$ cat config.mk
export PLATFORM = sky130hd
export DESIGN_NAME = hub75_row_driver
export DESIGN_NICKNAME = d
export VERILOG_FILES = /design/src/rtl/hub75_row_driver.sv
export SDC_FILE = /design/constraint.sdc
export NUM_CORES = 1
export LEC_CHECK = 0
export BUFFER_PORTS_ARGS = -buffer_cell sky130_fd_sc_hd__buf_2
export CAP_MARGIN = 20
export CORE_MARGIN = 3
export CORE_UTILIZATION = 50
export DETAILED_ROUTE_END_ITERATION = 10
export PLACE_DENSITY_LB_ADDON = 0.05
export SYNTH_ARGS = -nofsm -noshare
export SYNTH_HDL_FRONTEND = slang
export SYNTH_SLANG_ARGS = --single-unit
$ cat constraint.sdc
create_clock -name clk_in -period 2.1 [get_ports clk_in]
set_input_delay 0.21 -clock clk_in [delete_from_list [all_inputs] [get_ports clk_in]]
set_output_delay 0.21 -clock clk_in [all_outputs]
set_load 0.01 [all_outputs]
$ cat src/rtl/hub75_row_driver.sv
`default_nettype none
// ============================================================================
//  Module      : hub75_row_driver (with hub75_pkg row types)
//  Description : Accepts one RGB row per handshake and drives the HUB75 panel:
//                serial shift, blank, address update, latch and lit period.
//  Revision    : 1.0 - initial release
// ============================================================================

package hub75_pkg;
    localparam int GL_NUM_COL_PIXELS = 32;

    typedef struct packed {
        logic [GL_NUM_COL_PIXELS-1:0] red;
        logic [GL_NUM_COL_PIXELS-1:0] green;
        logic [GL_NUM_COL_PIXELS-1:0] blue;
    } rgb_half_t;

    typedef struct packed {
        rgb_half_t top;
        rgb_half_t bot;
    } rgb_row_t;

    localparam int GL_RGB_ROW_W = $bits(rgb_row_t);
endpackage

module hub75_row_driver
    import hub75_pkg::*;
#(
    parameter int CLK_DIV       = 2,
    parameter int BLANK_CYCLES  = 4,
    parameter int LATCH_CYCLES  = 2,
    parameter int MIN_ON_CYCLES = 64
) (
    input  logic       clk_in,
    input  logic       n_reset_in,
    input  rgb_row_t   row_in,
    input  logic [3:0] row_address_in,
    input  logic       row_valid_in,
    output logic       row_ready_out,
    output logic       r1_out,
    output logic       g1_out,
    output logic       b1_out,
    output logic       r2_out,
    output logic       g2_out,
    output logic       b2_out,
    output logic       panel_clk_out,
    output logic       lat_out,
    output logic       oe_n_out,
    output logic [3:0] addr_out
);

    localparam int c_N       = GL_NUM_COL_PIXELS;
    localparam int c_BIT_W   = (c_N > 1) ? $clog2(c_N) : 1;
    localparam int c_DIV_W   = (CLK_DIV > 1) ? $clog2(CLK_DIV) : 1;
    localparam int c_MAX_BL  = (BLANK_CYCLES > LATCH_CYCLES) ? BLANK_CYCLES : LATCH_CYCLES;
    localparam int c_SEQ_MAX = (c_MAX_BL > MIN_ON_CYCLES) ? c_MAX_BL : MIN_ON_CYCLES;
    localparam int c_SEQ_W   = $clog2(c_SEQ_MAX + 1);

    localparam logic [2:0] c_IDLE  = 3'd0;
    localparam logic [2:0] c_SHIFT = 3'd1;
    localparam logic [2:0] c_BLANK = 3'd2;
    localparam logic [2:0] c_LATCH = 3'd3;
    localparam logic [2:0] c_ON    = 3'd4;

    logic [2:0]         r_state;
    logic [2:0]         w_state_next;
    logic [c_DIV_W-1:0] r_div;
    logic               r_phase;
    logic [c_BIT_W-1:0] r_bit;
    logic [c_SEQ_W-1:0] r_seq;
    rgb_row_t           r_row;
    logic [3:0]         r_addr_next;
    logic               r_shown;

    logic               r_ready;
    logic               r_pclk;
    logic               r_lat;
    logic               r_oe_n;
    logic [3:0]         r_addr;
    logic [5:0]         r_rgb;

    logic               w_ready;
    logic               w_pclk;
    logic               w_lat;
    logic               w_oe_n;
    logic [3:0]         w_addr;
    logic [5:0]         w_rgb;

    logic               w_handshake;
    logic               w_div_last;
    logic               w_shift_done;
    logic               w_seq_last;

    assign w_handshake  = row_valid_in & r_ready;
    assign w_div_last   = (r_div == c_DIV_W'(CLK_DIV - 1));
    assign w_shift_done = r_phase & w_div_last & (r_bit == '0);

    always_comb begin
        w_seq_last = 1'b0;
        case (r_state)
            c_BLANK: w_seq_last = (r_seq == c_SEQ_W'(BLANK_CYCLES - 1));
            c_LATCH: w_seq_last = (r_seq == c_SEQ_W'(LATCH_CYCLES - 1));
            c_ON:    w_seq_last = (r_seq == c_SEQ_W'(MIN_ON_CYCLES - 1));
            default: w_seq_last = 1'b0;
        endcase
    end

    // State register
    always_ff @(posedge clk_in or negedge n_reset_in) begin
        if (!n_reset_in) begin
            r_state <= c_IDLE;
        end else begin
            r_state <= w_state_next;
        end
    end

    // Next-state logic
    always_comb begin
        w_state_next = r_state;
        case (r_state)
            c_IDLE:  if (w_handshake)  w_state_next = c_SHIFT;
            c_SHIFT: if (w_shift_done) w_state_next = c_BLANK;
            c_BLANK: if (w_seq_last)   w_state_next = c_LATCH;
            c_LATCH: if (w_seq_last)   w_state_next = c_ON;
            c_ON:    if (w_seq_last)   w_state_next = c_IDLE;
            default: w_state_next = c_IDLE;
        endcase
    end

    // Shift counters, phase sequencer, shadow registers and lit flag
    always_ff @(posedge clk_in or negedge n_reset_in) begin
        if (!n_reset_in) begin
            r_div       <= '0;
            r_phase     <= 1'b0;
            r_bit       <= '0;
            r_seq       <= '0;
            r_row       <= '0;
            r_addr_next <= '0;
            r_shown     <= 1'b0;
        end else begin
            if (w_handshake) begin
                r_row       <= row_in;
                r_addr_next <= row_address_in;
                r_div       <= '0;
                r_phase     <= 1'b0;
                r_bit       <= c_BIT_W'(c_N - 1);
            end else if (r_state == c_SHIFT) begin
                if (w_div_last) begin
                    r_div   <= '0;
                    r_phase <= ~r_phase;
                    if (r_phase) begin
                        r_bit <= r_bit - 1'b1;
                    end
                end else begin
                    r_div <= r_div + 1'b1;
                end
            end

            if (w_state_next != r_state) begin
                r_seq <= '0;
            end else if ((r_state == c_BLANK) || (r_state == c_LATCH) || (r_state == c_ON)) begin
                r_seq <= r_seq + 1'b1;
            end

            if ((r_state == c_LATCH) && (w_state_next == c_ON)) begin
                r_shown <= 1'b1;
            end
        end
    end

    // Output decode; every pin is registered one cycle behind the state
    always_comb begin
        w_ready = 1'b0;
        w_pclk  = 1'b0;
        w_lat   = 1'b0;
        w_oe_n  = 1'b1;
        w_addr  = r_addr;
        w_rgb   = r_rgb;
        case (r_state)
            c_IDLE: begin
                w_ready = ~w_handshake;
                w_oe_n  = ~r_shown;
            end
            c_SHIFT: begin
                w_oe_n = ~r_shown;
                w_pclk = r_phase;
                if (!r_phase && (r_div == '0)) begin
                    w_rgb = {r_row.top.red[r_bit], r_row.top.green[r_bit], r_row.top.blue[r_bit],
                             r_row.bot.red[r_bit], r_row.bot.green[r_bit], r_row.bot.blue[r_bit]};
                end
            end
            c_BLANK: begin
                // The panel is dark from this cycle on, so the address may move
                if (r_seq == '0) begin
                    w_addr = r_addr_next;
                end
            end
            c_LATCH: begin
                w_lat = 1'b1;
            end
            c_ON: begin
                w_oe_n = 1'b0;
            end
            default: begin
                w_oe_n = 1'b1;
            end
        endcase
    end

    always_ff @(posedge clk_in or negedge n_reset_in) begin
        if (!n_reset_in) begin
            r_ready <= 1'b0;
            r_pclk  <= 1'b0;
            r_lat   <= 1'b0;
            r_oe_n  <= 1'b1;
            r_addr  <= '0;
            r_rgb   <= '0;
        end else begin
            r_ready <= w_ready;
            r_pclk  <= w_pclk;
            r_lat   <= w_lat;
            r_oe_n  <= w_oe_n;
            r_addr  <= w_addr;
            r_rgb   <= w_rgb;
        end
    end

    assign row_ready_out = r_ready;
    assign panel_clk_out = r_pclk;
    assign lat_out       = r_lat;
    assign oe_n_out      = r_oe_n;
    assign addr_out      = r_addr;
    assign r1_out        = r_rgb[5];
    assign g1_out        = r_rgb[4];
    assign b1_out        = r_rgb[3];
    assign r2_out        = r_rgb[2];
    assign g2_out        = r_rgb[1];
    assign b2_out        = r_rgb[0];

endmodule

`default_nettype wire

# Word level (Yosys, flattened, before mapping)
# Cells that the tools add are included.
[word_totals] reg_bits=228 latch_bits=0 mem_bits_rw=0 romBits=0 inputBits=199 output_inout_bits=14 wordCells=91 mem_count=0
[op_classes] add_sub_neg=3 multipliers=0 div=0 magnitude_cmp=1 n_eq_ne=9 n_shift=0 n_mux=35 n_bitwise=7 reduce_logical=17
[op_table] cell="$bmux W1 S5" n=6
[op_table] cell="$mux W5" n=4
[op_table] cell="$mux W1" n=15
[op_table] cell="$mux W3" n=5
[op_table] cell="$pmux W3 S5" n=1
[op_table] cell="$mux W7" n=2
[op_table] cell="$reduce_bool A2 Y1" n=4
[op_table] cell="$add A7 B1 Y7 const B" n=1
[op_table] cell="$eq A7 B1 Y1 const B" n=1
[op_table] cell="$eq A7 B2 Y1 const B" n=1
[op_table] cell="$eq A7 B6 Y1 const B" n=1
[op_table] cell="$logic_not A7 Y1" n=1
[op_table] cell="$eq A3 B2 Y1 const B" n=2
[op_table] cell="$eq A3 B3 Y1 const B" n=2
[op_table] cell="$lt A5 B6 Y1 const B" n=1
[op_table] cell="$reduce_and A2 Y1" n=3
[op_table] cell="$logic_not A5 Y1" n=1
[op_table] cell="$sub A5 B1 Y5 const B" n=1
[op_table] cell="$not A1 Y1" n=4
[op_table] cell="$and A1 B1 Y1" n=3
[op_table] cell="$eq A3 B1 Y1 const B" n=1
[op_table] cell="$logic_not A3 Y1" n=1
[op_table] cell="$ne A3 B3 Y1" n=1
[op_table] cell="$pmux W1 S3" n=1
[op_table] cell="7 further kinds" n=9

# Depth between registers and ports, before layout
# Gate-level depths: netlist of run 1.
[depth] word_depth=6 depth_mapped=11 depth_no_buf=6

# Least setup slack after synthesis of run 1
# No wires, ideal clock.
[synth_path] path_type="register -> register" startpoint="reg r_bit[1]" endpoint="reg r_seq[1]" setup_time_ps=78 t_arrival_ps=2203 t_required_ps=2022 slack_ps=-180 stages_incl_launch_ff=12 n_path_buf=5 synth_period_minus_slack_ps=2280 cell_sequence="dfrtp_1 > buf_6 > buf_12 > buf_6 > buf_4 > buf_4 > inv_1 > ha_1 > and4b_1 > a311o_1 > a2bb2oi_1 > a21oi_1"
[synth_via] elab_chain_len=6 elab_cells_between_ends=7 classes_between="1 x eq/ne; 3 x mux; 1 x bitwise; 2 x reduce/logical"
[synth_rtl] element="start: declaration" line_no="69" rtl="logic [c_BIT_W-1:0] r_bit;"
[synth_rtl] element="start signal: assignment" line_no="146" rtl="r_bit <= c_BIT_W'(c_N - 1);"
[synth_rtl] element="start signal: assignment" line_no="152" rtl="r_bit <= r_bit - 1'b1;"
[synth_rtl] element="$logic_not A5 Y1 *" line_no="96" rtl="assign w_shift_done = r_phase & w_div_last & (r_bit == '0);"
[synth_rtl] element="$and A1 B1 Y1 *" line_no="96"
[synth_rtl] element="$mux W3 *" line_no="122" rtl="c_SHIFT: if (w_shift_done) w_state_next = c_BLANK;"
[synth_rtl] element="$pmux W3 S5 *" line_no="120" rtl="case (r_state)"
[synth_rtl] element="$ne A3 B3 Y1 *" line_no="159" rtl="if (w_state_next != r_state) begin"
[synth_rtl] element="$mux W7 / $reduce_bool A2 Y1 (equally long branches)"
[synth_rtl] element="end signal: assignment" line_no="162" rtl="r_seq <= r_seq + 1'b1;"
[synth_rtl] element="end: declaration" line_no="70" rtl="logic [c_SEQ_W-1:0] r_seq;"
# Every way passes the cells marked *; elsewhere a longest branch is shown, timed or not.
# A chain may end at the register's enable or synchronous reset.

# Worst setup path in the final report of run 1
[layout_path] startpoint="reg r_state[2]" endpoint="reg r_rgb[3]"
[layout_via] elab_chain_len=2
[layout_rtl] element="start: declaration" line_no="65" rtl="logic [2:0] r_state;"
[layout_rtl] element="start signal: assignment" line_no="111" rtl="r_state <= c_IDLE;"
[layout_rtl] element="start signal: assignment" line_no="113" rtl="r_state <= w_state_next;"
[layout_rtl] element="$eq A3 B1 Y1" line_no="179" rtl="case (r_state)"
[layout_rtl] element="$reduce_and A2 Y1 (no source line)"
[layout_rtl] element="end signal: assignment" line_no="224" rtl="r_rgb <= w_rgb;"
[layout_rtl] element="end: declaration" line_no="80" rtl="logic [5:0] r_rgb;"
# No other way between the ends.

==> impl_metrics.toml, run 1 <==
[logic_synthesis]
yosys_register_bits = 228
synthDistinctLibCells = 49
synth_async_sr_flop_share_pct = 100.0
number_of_enable_type_register_cells_in_the_synthesized_netlist = 0
yosysTopAreaCell = "sky130_fd_sc_hd__dfrtp_1"
synth.cell_area_um2 = 10470
synthDominantCellAreaShare_pct = 54.27
synth-seq-area-share_pct = 54.52
syn_nets = 1323
synthTopCellsByArea = "sky130_fd_sc_hd__dfrtp_1 (54%), sky130_fd_sc_hd__nand2_1 (22%), sky130_fd_sc_hd__mux4_2 (5.2%), sky130_fd_sc_hd__mux2i_1 (3.7%), sky130_fd_sc_hd__clkbuf_1 (1.7%)"
mean_cell_area_of_the_mapped_netlist_um2 = 9.346
synth_cells = 1120
yosys_most_used_dff = "sky130_fd_sc_hd__dfrtp_1"
yosysWarningCount = 0

[pwr]
power_density_nw_per_um2 = 1270
worst_ir_drop_vdd_v = 0.0006424
p_leak_nw = 7.826
post-layout-total-power_mw = 19.09

[die]
starting_density_of_the_core_pct = 51.24
row_count = 52
die_area_um2 = 22710
die_w_um = 150.7
core_region_area_um2 = 20430
io-pin-count = 213
die_height_um = 150.7

[sta]
timing.final.crit_period_ns = 2.072
postLayoutSetupSlackWorst_ns = 0.02780
total_negative_setup_slacks_ns = 0
worstMarginPinSlew_ns = 0.6882
final_hold_viol_count = 0
maxClockFrequency_mhz = 482.6
setup_viol = 0
whs_ns = 0.1998
fin_skew_ns = 0.01905
final_max_slew_viol_count = 0
unrepaired_setup_endpoints_after_global_routing = "true"
max_slew_headroom_pct = 54.02
layout_worst_path_cycle_share_pct = 98.68

[worst_setup_path]
maximum_fanout_along_the_worst_path = 6
critPathRequiredTime_ns = 2.49
timing.critical_path.from_type = "flip-flop"
regToRegSetupSlack_ns = 0.03
cp.arrival_ns = 2.46
crit_type = "flip-flop to flip-flop"
cp-end-kind = "flip-flop"

[cts]
tritoncts_clock_tree = "built"
tritoncts.num_buffers = 25
clock-sinks = 228
clk_pin_slew_worst_paths_ns = 0.06
clock_insertion_delay_worst_skew_ns = 0.54
ctsRootBufferMaster = "sky130_fd_sc_hd__clkbuf_16"
h_tree_lvls = 1
clock_tree.buffer_depth = 3

[run]
maxCapViolations = 0

[grt]
largest_net_degree_at_the_start_of_global_routing = 67
first_pass_grt_wire_length_mm = 48.92
grt_pass1_vias = 9552
initial_antenna_violation_count = 2
grt.overflow.total = 0
grtUsageTotal_pct = 27.58

[min_path]
worst_hold_path_type = "input pin to flip-flop"

[place]
post-place-ws_ns = -0.2058
post-dp-hpwl_mm = 19.04
dpl_cell_area_um2 = 12080
dp.cells = 1584
globalplace.congestion = 0.8077
numPortBuffers = 212

[routing]
wl_met1_mm = 13.27
first_pass_iters = 5
dr.first_iter.drc_count = 452
residual_drc_count = 0
vias = 9334
maxUsedRoutingLayer = "met4"
post_drt_via_cell_ratio = 5.101
wl_met3_mm = 1.618
wl_per_cell_um = 17.07
totalWireLength_mm = 31.23
ant_nets = 0
met2_length_mm = 15.49

[layout]
area.growth.synth_to_final_pct = 43.53
layout.core_utilization_pct = 73.54
final_cell_count_no_fill = 1830
final_cell_area_um2 = 15020
layout-drive-gt1-share_pct = 23.62
nets = 1744
fillerInstances = 1451

[run_status]
status = "finished clean"
[final cells by class]
| cell class | count | area (um2) | area share, % |
|---|---|---|---|
| inverters | 6 | 22.52 | 0.1499 |
| repair buffers | 461 | 3596 | 23.93 |
| clock buffers | 36 | 767.0 | 5.105 |
| multi-input cells | 819 | 4497 | 29.93 |
| diodes | 2 | 5.005 | 0.03331 |
| flip-flops and latches | 228 | 5713 | 38.02 |
| well taps | 270 | 337.8 | 2.249 |
| clock inverters | 8 | 86.33 | 0.5746 |
[what timing repair did]
item,4_1_cts,5_1_grt
pin swaps,0,2
hold buffers,197,0
endpoints found under the hold margin,255,0
buffers inserted,3,0
resized for setup,0,16
endpoints found under the setup margin,7,8
[Yosys cell counts, types with 2 or more instances]
library cell,number
sky130_fd_sc_hd__mux4_1,6
sky130_fd_sc_hd__inv_1,6
sky130_fd_sc_hd__nand3b_1,4
sky130_fd_sc_hd__mux2i_1,39
sky130_fd_sc_hd__or3b_2,4
sky130_fd_sc_hd__buf_2,9
sky130_fd_sc_hd__nor4_1,2
sky130_fd_sc_hd__nand2_1,604
sky130_fd_sc_hd__nand3_1,4
sky130_fd_sc_hd__buf_1,4
sky130_fd_sc_hd__and2_1,9
sky130_fd_sc_hd__dfrtp_1,227
sky130_fd_sc_hd__o211ai_1,2
sky130_fd_sc_hd__clkbuf_1,48
sky130_fd_sc_hd__nor3b_1,2
sky130_fd_sc_hd__or3_1,3
sky130_fd_sc_hd__ha_1,4
sky130_fd_sc_hd__nor3_1,10
sky130_fd_sc_hd__nand2b_1,3
sky130_fd_sc_hd__o22ai_1,18
sky130_fd_sc_hd__a211oi_1,7
sky130_fd_sc_hd__nor2b_1,3
sky130_fd_sc_hd__buf_6,2
sky130_fd_sc_hd__o21ai_0,2
sky130_fd_sc_hd__buf_4,3
sky130_fd_sc_hd__xnor2_1,3
sky130_fd_sc_hd__xor2_1,9
sky130_fd_sc_hd__a2111oi_0,6
sky130_fd_sc_hd__o2111ai_1,3
sky130_fd_sc_hd__a21oi_1,7
sky130_fd_sc_hd__mux2_2,16
sky130_fd_sc_hd__nor2_1,11
sky130_fd_sc_hd__mux4_2,24
[worst paths after layout]
check | to | start | depth (start not counted)
max in group asynchronous | r_row[102] | n_reset_in | 3
worst min-delay path | r_bit[2] | row_valid_in | 3
worst min register to register | r_row[128] | r_row[128] | 2
worst max-delay path | r_rgb[3] | r_state[2] | 5
min in group asynchronous | r_row[124] | n_reset_in | 2
worst max register to register | r_rgb[3] | r_state[2] | 5
[critical path: stages (launching register included)]
cell and delay [ns]:
sky130_fd_sc_hd__dfrtp_1 0.43, sky130_fd_sc_hd__buf_4 0.17, sky130_fd_sc_hd__nor3b_2 0.32, sky130_fd_sc_hd__nand3b_1 0.43, sky130_fd_sc_hd__a2111oi_1 0.47, sky130_fd_sc_hd__a211oi_1 0.10
[layer usage]
| metal | vias up | GRT usage, % |
|---|---|---|
| met5 | - | 0 |
| li1 | 4487 | - |
| met3 | 56 | 4.455 |
| met1 | 4526 | 36.99 |
| met4 | 0 | 7.842 |
| met2 | 265 | 46.87 |
[power by group]
part	switching (mW)	leakage, nW	total [mW]	internal (mW)
clock	1.81	0.425	4.48	2.66
sequential	1.36	2.83	7.89	6.53
combinational	3.28	4.57	6.72	3.44
[flip-flops by register name (all words and copies together), names as in the netlist]
name           flops
r_seq              7
r_addr_next        4
row_ready_out      1
r_state            3
r_row            192
addr_out           4
oe_n_out           1
r_shown            1
r_rgb              6
r_phase            1
panel_clk_out      1
r_bit              5
lat_out            1
r_div              1
[cell usage in the layout, fill, tap and decap left out, types with 3 or more instances in the layout]
master                          count
sky130_fd_sc_hd__mux4_1             6
sky130_fd_sc_hd__nand3b_1           4
sky130_fd_sc_hd__nor2_1            11
sky130_fd_sc_hd__o2111ai_1          3
sky130_fd_sc_hd__nand3_1            3
sky130_fd_sc_hd__a21oi_1            7
sky130_fd_sc_hd__xnor2_1            3
sky130_fd_sc_hd__nor2b_1            3
sky130_fd_sc_hd__dfrtp_1          224
sky130_fd_sc_hd__a211oi_1           7
sky130_fd_sc_hd__mux2i_1           39
sky130_fd_sc_hd__dlygate4sd3_1    197
sky130_fd_sc_hd__o22ai_1           18
sky130_fd_sc_hd__xor2_1             9
sky130_fd_sc_hd__mux2_2            15
sky130_fd_sc_hd__mux4_2            24
sky130_fd_sc_hd__clkinv_2           4
sky130_fd_sc_hd__nand2_1          603
sky130_fd_sc_hd__buf_4             39
sky130_fd_sc_hd__inv_1              5
sky130_fd_sc_hd__a2111oi_2          3
sky130_fd_sc_hd__or3b_2             3
sky130_fd_sc_hd__buf_12            13
sky130_fd_sc_hd__nand2b_1           3
sky130_fd_sc_hd__clkbuf_8          10
sky130_fd_sc_hd__nor3_1            10
sky130_fd_sc_hd__and2_1             8
sky130_fd_sc_hd__clkbuf_16         25
sky130_fd_sc_hd__buf_2            211
sky130_fd_sc_hd__ha_1               3
[kinds of logic after synthesis]
| logic type | after synthesis | synth area share [%] |
|---|---|---|
| compound gates | 50 | 3.359 |
| flops | 228 | 54.52 |
| fa+ha+maj | 4 | 0.4781 |
| buf+inv | 73 | 3.132 |
| xor+xnor | 12 | 1.004 |
| mux | 85 | 12.12 |
| simple gates | 668 | 25.39 |
No activity file was read; power rests on OpenSTA's default activity.
==> run 2, diff against run 1 <==
CELL_PAD_IN_SITES_DETAIL_PLACEMENT = 0   (was unset)
CELL_PAD_IN_SITES_GLOBAL_PLACEMENT = 1   (was unset)
CORE_UTILIZATION = 38   (was 50)
==> run 2 against run 1 <==
Effect of this change: power up 3.9%; highest routed layer unchanged; cell count up 4.1%; sequential power down 1%; register-to-register slack better by 0.04 ns; die area up 30%; setup slack better by 0.040 ns; count of clock-buffer cells in the layout up 2; clock skew down 0.0081 ns; via count down 2.9%; maximum frequency up 1.9%.
==> impl_metrics.toml, run 2 (synthesis gave the netlist of run 1 again) <==
[run_status]
status = "finished clean"

[sta]
whs_ns = 0.2183
setup_viol = 0
final_hold_viol_count = 0
fin_skew_ns = 0.01094
layout_worst_path_cycle_share_pct = 96.79
worstMarginPinSlew_ns = 0.5592
maxClockFrequency_mhz = 492.0
timing.final.crit_period_ns = 2.033
max_slew_headroom_pct = 62.64
postLayoutSetupSlackWorst_ns = 0.06735
final_max_slew_viol_count = 0
unrepaired_setup_endpoints_after_global_routing = "false"

[cts]
clk_pin_slew_worst_paths_ns = 0.06
tritoncts.num_buffers = 27
clock_insertion_delay_worst_skew_ns = 0.52
h_tree_lvls = 1
ctsRootBufferMaster = "sky130_fd_sc_hd__clkbuf_16"
tritoncts_clock_tree = "built"
clock-sinks = 228
clock_tree.buffer_depth = 3

[die]
die_area_um2 = 29570
starting_density_of_the_core_pct = 38.73
row_count = 60
die_w_um = 172.0
core_region_area_um2 = 27030
die_height_um = 172.0
io-pin-count = 213

[min_path]
worst_hold_path_type = "input pin to async pin"

[worst_setup_path]
maximum_fanout_along_the_worst_path = 7
timing.critical_path.from_type = "flip-flop"
slowest_delay_ns = 0.48
crit_type = "flip-flop to flip-flop"
regToRegSetupSlack_ns = 0.07
cp_cell_sequence = "buf_12 > buf_8 > mux4_2 > mux2_4 > a2111oi_4 > a211oi_1"
cp-end-kind = "flip-flop"
crit_slowest_cell = "sky130_fd_sc_hd__mux4_2"
critPathRequiredTime_ns = 2.50
cp.arrival_ns = 2.43

[routing]
residual_drc_count = 0
totalWireLength_mm = 31.93
first_pass_iters = 5
wl_per_cell_um = 16.76
dr.first_iter.drc_count = 515
post_drt_via_cell_ratio = 4.757
ant_nets = 0
vias = 9063

[layout]
largest_register_ff_count = 192
nets = 1747
most-common-layout-cells = "sky130_fd_sc_hd__nand2_1 (603), sky130_fd_sc_hd__dfrtp_1 (224), sky130_fd_sc_hd__buf_2 (211), sky130_fd_sc_hd__dlygate4sd3_1 (197), sky130_fd_sc_hd__mux2i_1 (39)"
layout.core_utilization_pct = 56.70
final_cell_area_um2 = 15320
n_antenna_cell = 0
final_cell_count_no_fill = 1905
largest-register = "r_row"
layout-drive-gt1-share_pct = 24.23
biggestRegsByFlops = "r_row x192, r_seq x7, r_rgb x6"
layout.cells.most_common = "sky130_fd_sc_hd__nand2_1"
area.growth.synth_to_final_pct = 46.39

[place]
numPortBuffers = 212
post-dp-hpwl_mm = 20.60
post-place-ws_ns = -0.1946
dp.cells = 1657
globalplace.congestion = 0.7433
dpl_cell_area_um2 = 12220

[grt]
grtUsageTotal_pct = 21.33
grt.overflow.total = 0
initial_antenna_violation_count = 0
largest_net_degree_at_the_start_of_global_routing = 111
grt_pass1_vias = 9151
first_pass_grt_wire_length_mm = 49.50

[run]
maxCapViolations = 0

[pwr]
power_density_nw_per_um2 = 1294
worst_ir_drop_vdd_v = 0.0004991
p_leak_nw = 7.881
[run 2: changes by cell type in the layout (fill, tap and decap cells not counted), sizes merged]
| cell | delta |
|---|---|
| bufinv | +4 |
| clkbuf | +2 |
| diode | -2 |
| buf | +1 |
| clkinv | +1 |
| clkinvlp | -1 |
| inv | -1 |
[run 2: final cells by class]
class,instances,area (um2)
Fill cell,2407,11700
Sequential cell,228,5713
Multi-Input combinational cell,819,4569
Timing Repair Buffer,462,3631
Clock buffer,38,777.0
Tap cell,341,426.7
Clock inverter,11,183.9
Inverter,6,22.52
[run 2: repair_timing]
| item | in CTS | in global routing |
|---|---|---|
| buffers inserted | 3 | 1 |
| hold buffers | 197 | 0 |
| pin swaps | 0 | 5 |
| gates resized for setup | 15 | 21 |
| hold endpoints to repair | 248 | 0 |
| endpoints found under the setup margin | 6 | 13 |
[run 2: final timing paths]
path,depth (start not counted),start,to
setup / recovery,6,r_bit[1],r_rgb[1]
hold reg to reg,2,r_shown,r_shown
max in group asynchronous,3,n_reset_in,r_rgb[3]
min in group clk_in,4,row_valid_in,r_bit[4]
setup reg to reg,6,r_bit[1],r_rgb[1]
hold / removal,2,n_reset_in,r_seq[3]
[run 2: worst max-delay path, delay by kind of cell (launching register included)]
kind	cells	cell delay [ns]
flip-flops	1	0.43
buffers and inverters	2	0.28
AO/OA/AOI/OAI	2	0.41
multiplexers	2	0.77
[run 2: stage by stage]
| stage | TNS, ns | power, mW |
|---|---|---|
| 4_1_cts | -0.03091 | 19.80 |
| 3_3_place_gp | -0.7626 | 14.08 |
| 3_5_place_dp | -0.9504 | 14.20 |
| 6_report | 0 | 19.83 |
| 2_1_floorplan | -0.01062 | 11.97 |
| 5_1_grt | 0 | 21.24 |
[run 2: per-layer routing]
metal  GRT usage, %  share of wire (%)
met1          30.21                 46
met2          35.19                 47
met3          2.812                4.3
met4          5.068                2.1
met5              0                  0
[run 2: where the power goes]
group,leakage [nW],internal (mW),switching (mW)
clock network,0.477,3.18,1.84
logic,4.58,3.58,3.43
registers,2.83,6.53,1.26
==> run 3, diff against run 2 <==
SETUP_SLACK_MARGIN = 0.2   (was unset)
==> run 3 against run 2 <==
Effect of this change: combinational power rose by 3%; cell count fell by 0.21%; power rose by 1.8%; sequential cell count did not move; clock skew rose by 0.00069 ns; maximum frequency rose by 4.9%; critical path type unchanged; critical endpoint unchanged; largest power group unchanged; highest routed layer unchanged.
==> impl_metrics.toml, run 3 (synthesis gave the netlist of run 1 again) <==
[worst_setup_path]
critPathRequiredTime_ns = 2.50
timing.reg2reg.worst_path_depth = 5
maximum_fanout_along_the_worst_path = 5
regToRegSetupSlack_ns = 0.16
cp.arrival_ns = 2.34
timing.critical_path.from_type = "flip-flop"
crit_type = "flip-flop to flip-flop"
r2r-start = "r_bit[1]"
cp-end-kind = "flip-flop"
reg2reg_to = "r_rgb[1]"

[sta]
whs_ns = 0.2204
final_hold_viol_count = 0
total_negative_setup_slacks_ns = 0
unrepaired_setup_endpoints_after_global_routing = "true"
worstMarginPinSlew_ns = 0.6042
max_slew_headroom_pct = 59.72
maxClockFrequency_mhz = 516.1
final_max_slew_viol_count = 0
fin_skew_ns = 0.01163
layout_worst_path_cycle_share_pct = 92.26
timing.final.crit_period_ns = 1.937
setup_viol = 0

[cts]
clock_insertion_delay_worst_skew_ns = 0.52
ctsRootBufferMaster = "sky130_fd_sc_hd__clkbuf_16"
clock-sinks = 228
tritoncts_clock_tree = "built"
clk_pin_slew_worst_paths_ns = 0.07
h_tree_lvls = 1
tritoncts.num_buffers = 25
clock_tree.buffer_depth = 3

[place]
numPortBuffers = 212
globalplace.congestion = 0.7832
dpl_cell_area_um2 = 12200
post-dp-hpwl_mm = 20.84

[layout]
final_cell_area_um2 = 15470
layout.cells.most_common = "sky130_fd_sc_hd__nand2_1"
largest_register_ff_count = 192
fillerInstances = 2425
n_antenna_cell = 0
most-common-layout-cells = "sky130_fd_sc_hd__nand2_1 (602), sky130_fd_sc_hd__dfrtp_1 (223), sky130_fd_sc_hd__buf_2 (211), sky130_fd_sc_hd__dlygate4sd3_1 (197), sky130_fd_sc_hd__mux2i_1 (37)"
biggestRegsByFlops = "r_row x192, r_seq x7, r_rgb x6"
largest-register = "r_row"
area.growth.synth_to_final_pct = 47.80
nets = 1745
layout.core_utilization_pct = 57.25
layout-drive-gt1-share_pct = 25.38

[routing]
residual_drc_count = 0
first_pass_iters = 5
dr.first_iter.drc_count = 553
post_drt_via_cell_ratio = 4.773
vias = 9074
totalWireLength_mm = 31.37
wl_per_cell_um = 16.50
ant_nets = 0

[die]
io-pin-count = 213
starting_density_of_the_core_pct = 38.73
core_region_area_um2 = 27030
row_count = 60
die_area_um2 = 29570
die_w_um = 172.0
die_height_um = 172.0

[grt]
grt.overflow.total = 0
grtUsageTotal_pct = 21.04
largest_net_degree_at_the_start_of_global_routing = 82
grt_pass1_vias = 9427
initial_antenna_violation_count = 0
first_pass_grt_wire_length_mm = 49.37

[pwr]
post-layout-total-power_mw = 20.19
share_seq_of_total_power_pct = 39.0
clockPowerShare_pct = 25.2
worst_ir_drop_vdd_v = 0.0006374
net_switching_power_figure_mw = 6.625
swShare_pct = 32.82
p_int_mw = 13.56
power_density_nw_per_um2 = 1305
p_leak_nw = 7.899
p_comb_share_pct = 35.8

[run_status]
status = "finished clean"

[run]
maxCapViolations = 0

[min_path]
worst_hold_path_type = "input pin to async pin"
run 3: cell types whose count changed in the layout (fill, tap and decap cells not counted), sizes merged:
cell,before,now
clkinv,5,1
clkbuf,38,35
bufinv,5,7
inv,7,8
run 3: power by group through the flow:
| stage | registers, mW | logic, mW | clock network (mW) |
|---|---|---|---|
| floorplan | 7.39 | 4.63 | 0 |
| detailed placement | 7.93 | 6.35 | 0 |
| global placement | 7.97 | 6.24 | 0 |
| finish | 7.88 | 7.22 | 5.09 |
| CTS | 7.90 | 7.19 | 5.21 |
| global route | 8.12 | 8.07 | 5.40 |
run 3: critical path, stage by stage, from the launching register on:
cell and delay (ns):
sky130_fd_sc_hd__dfrtp_4 0.50, sky130_fd_sc_hd__buf_6 0.15, sky130_fd_sc_hd__mux4_2 0.49, sky130_fd_sc_hd__mux2_4 0.30, sky130_fd_sc_hd__a2111oi_4 0.32, sky130_fd_sc_hd__a211oi_2 0.06
run 3: area by class of cell:
cell class	count	area [um2]	share of cell area, %
flip-flops and latches	228	5714	36.93
multi-input cells	819	4693	30.34
repair buffers	462	3654	23.61
clock buffers	35	723.2	4.674
well taps	341	426.7	2.758
clock inverters	10	235.2	1.520
inverters	6	25.02	0.1617
run 3: timing repair:
item,4_1_cts,5_1_grt
hold buffers,197,0
resized for setup,46,16
endpoints found under the hold margin,258,0
pin swaps,15,6
endpoints found under the setup margin,14,13
setup buffers,6,3
run 3: how the worst max path moves through the flow:
stage	cells after the start	from	to
final	5	r_bit[1]	r_rgb[1]
after global routing	5	r_bit[1]	r_rgb[1]
after CTS	5	r_bit[1]	r_rgb[3]
after detailed placement	5	r_bit[1]	r_rgb[0]
after global placement	5	r_bit[1]	r_rgb[1]
after floorplan	11	r_bit[1]	r_seq[1]
run 3: through the flow:
step / worst slack [ns] / instances
global route: 0.08356 / 1901
global placement: -0.004762 / 1650
CTS: 0.1494 / 1898
finish: 0.1625 / 1901
floorplan: -0.008682 / 1120
detailed placement: -0.04498 / 1650
run 3: per-layer routing:
| metal | part of all wire (%) | wire [um] | track usage [%] | vias to the layer above |
|---|---|---|---|---|
| met5 | 0 | 0 | 0 | - |
| met4 | 2.4 | 740 | 5.137 | 0 |
| met3 | 3.8 | 1180 | 2.904 | 49 |
| met2 | 48 | 15170 | 35.17 | 205 |
| met1 | 46 | 14280 | 29.25 | 4339 |
| li1 | - | - | - | 4481 |
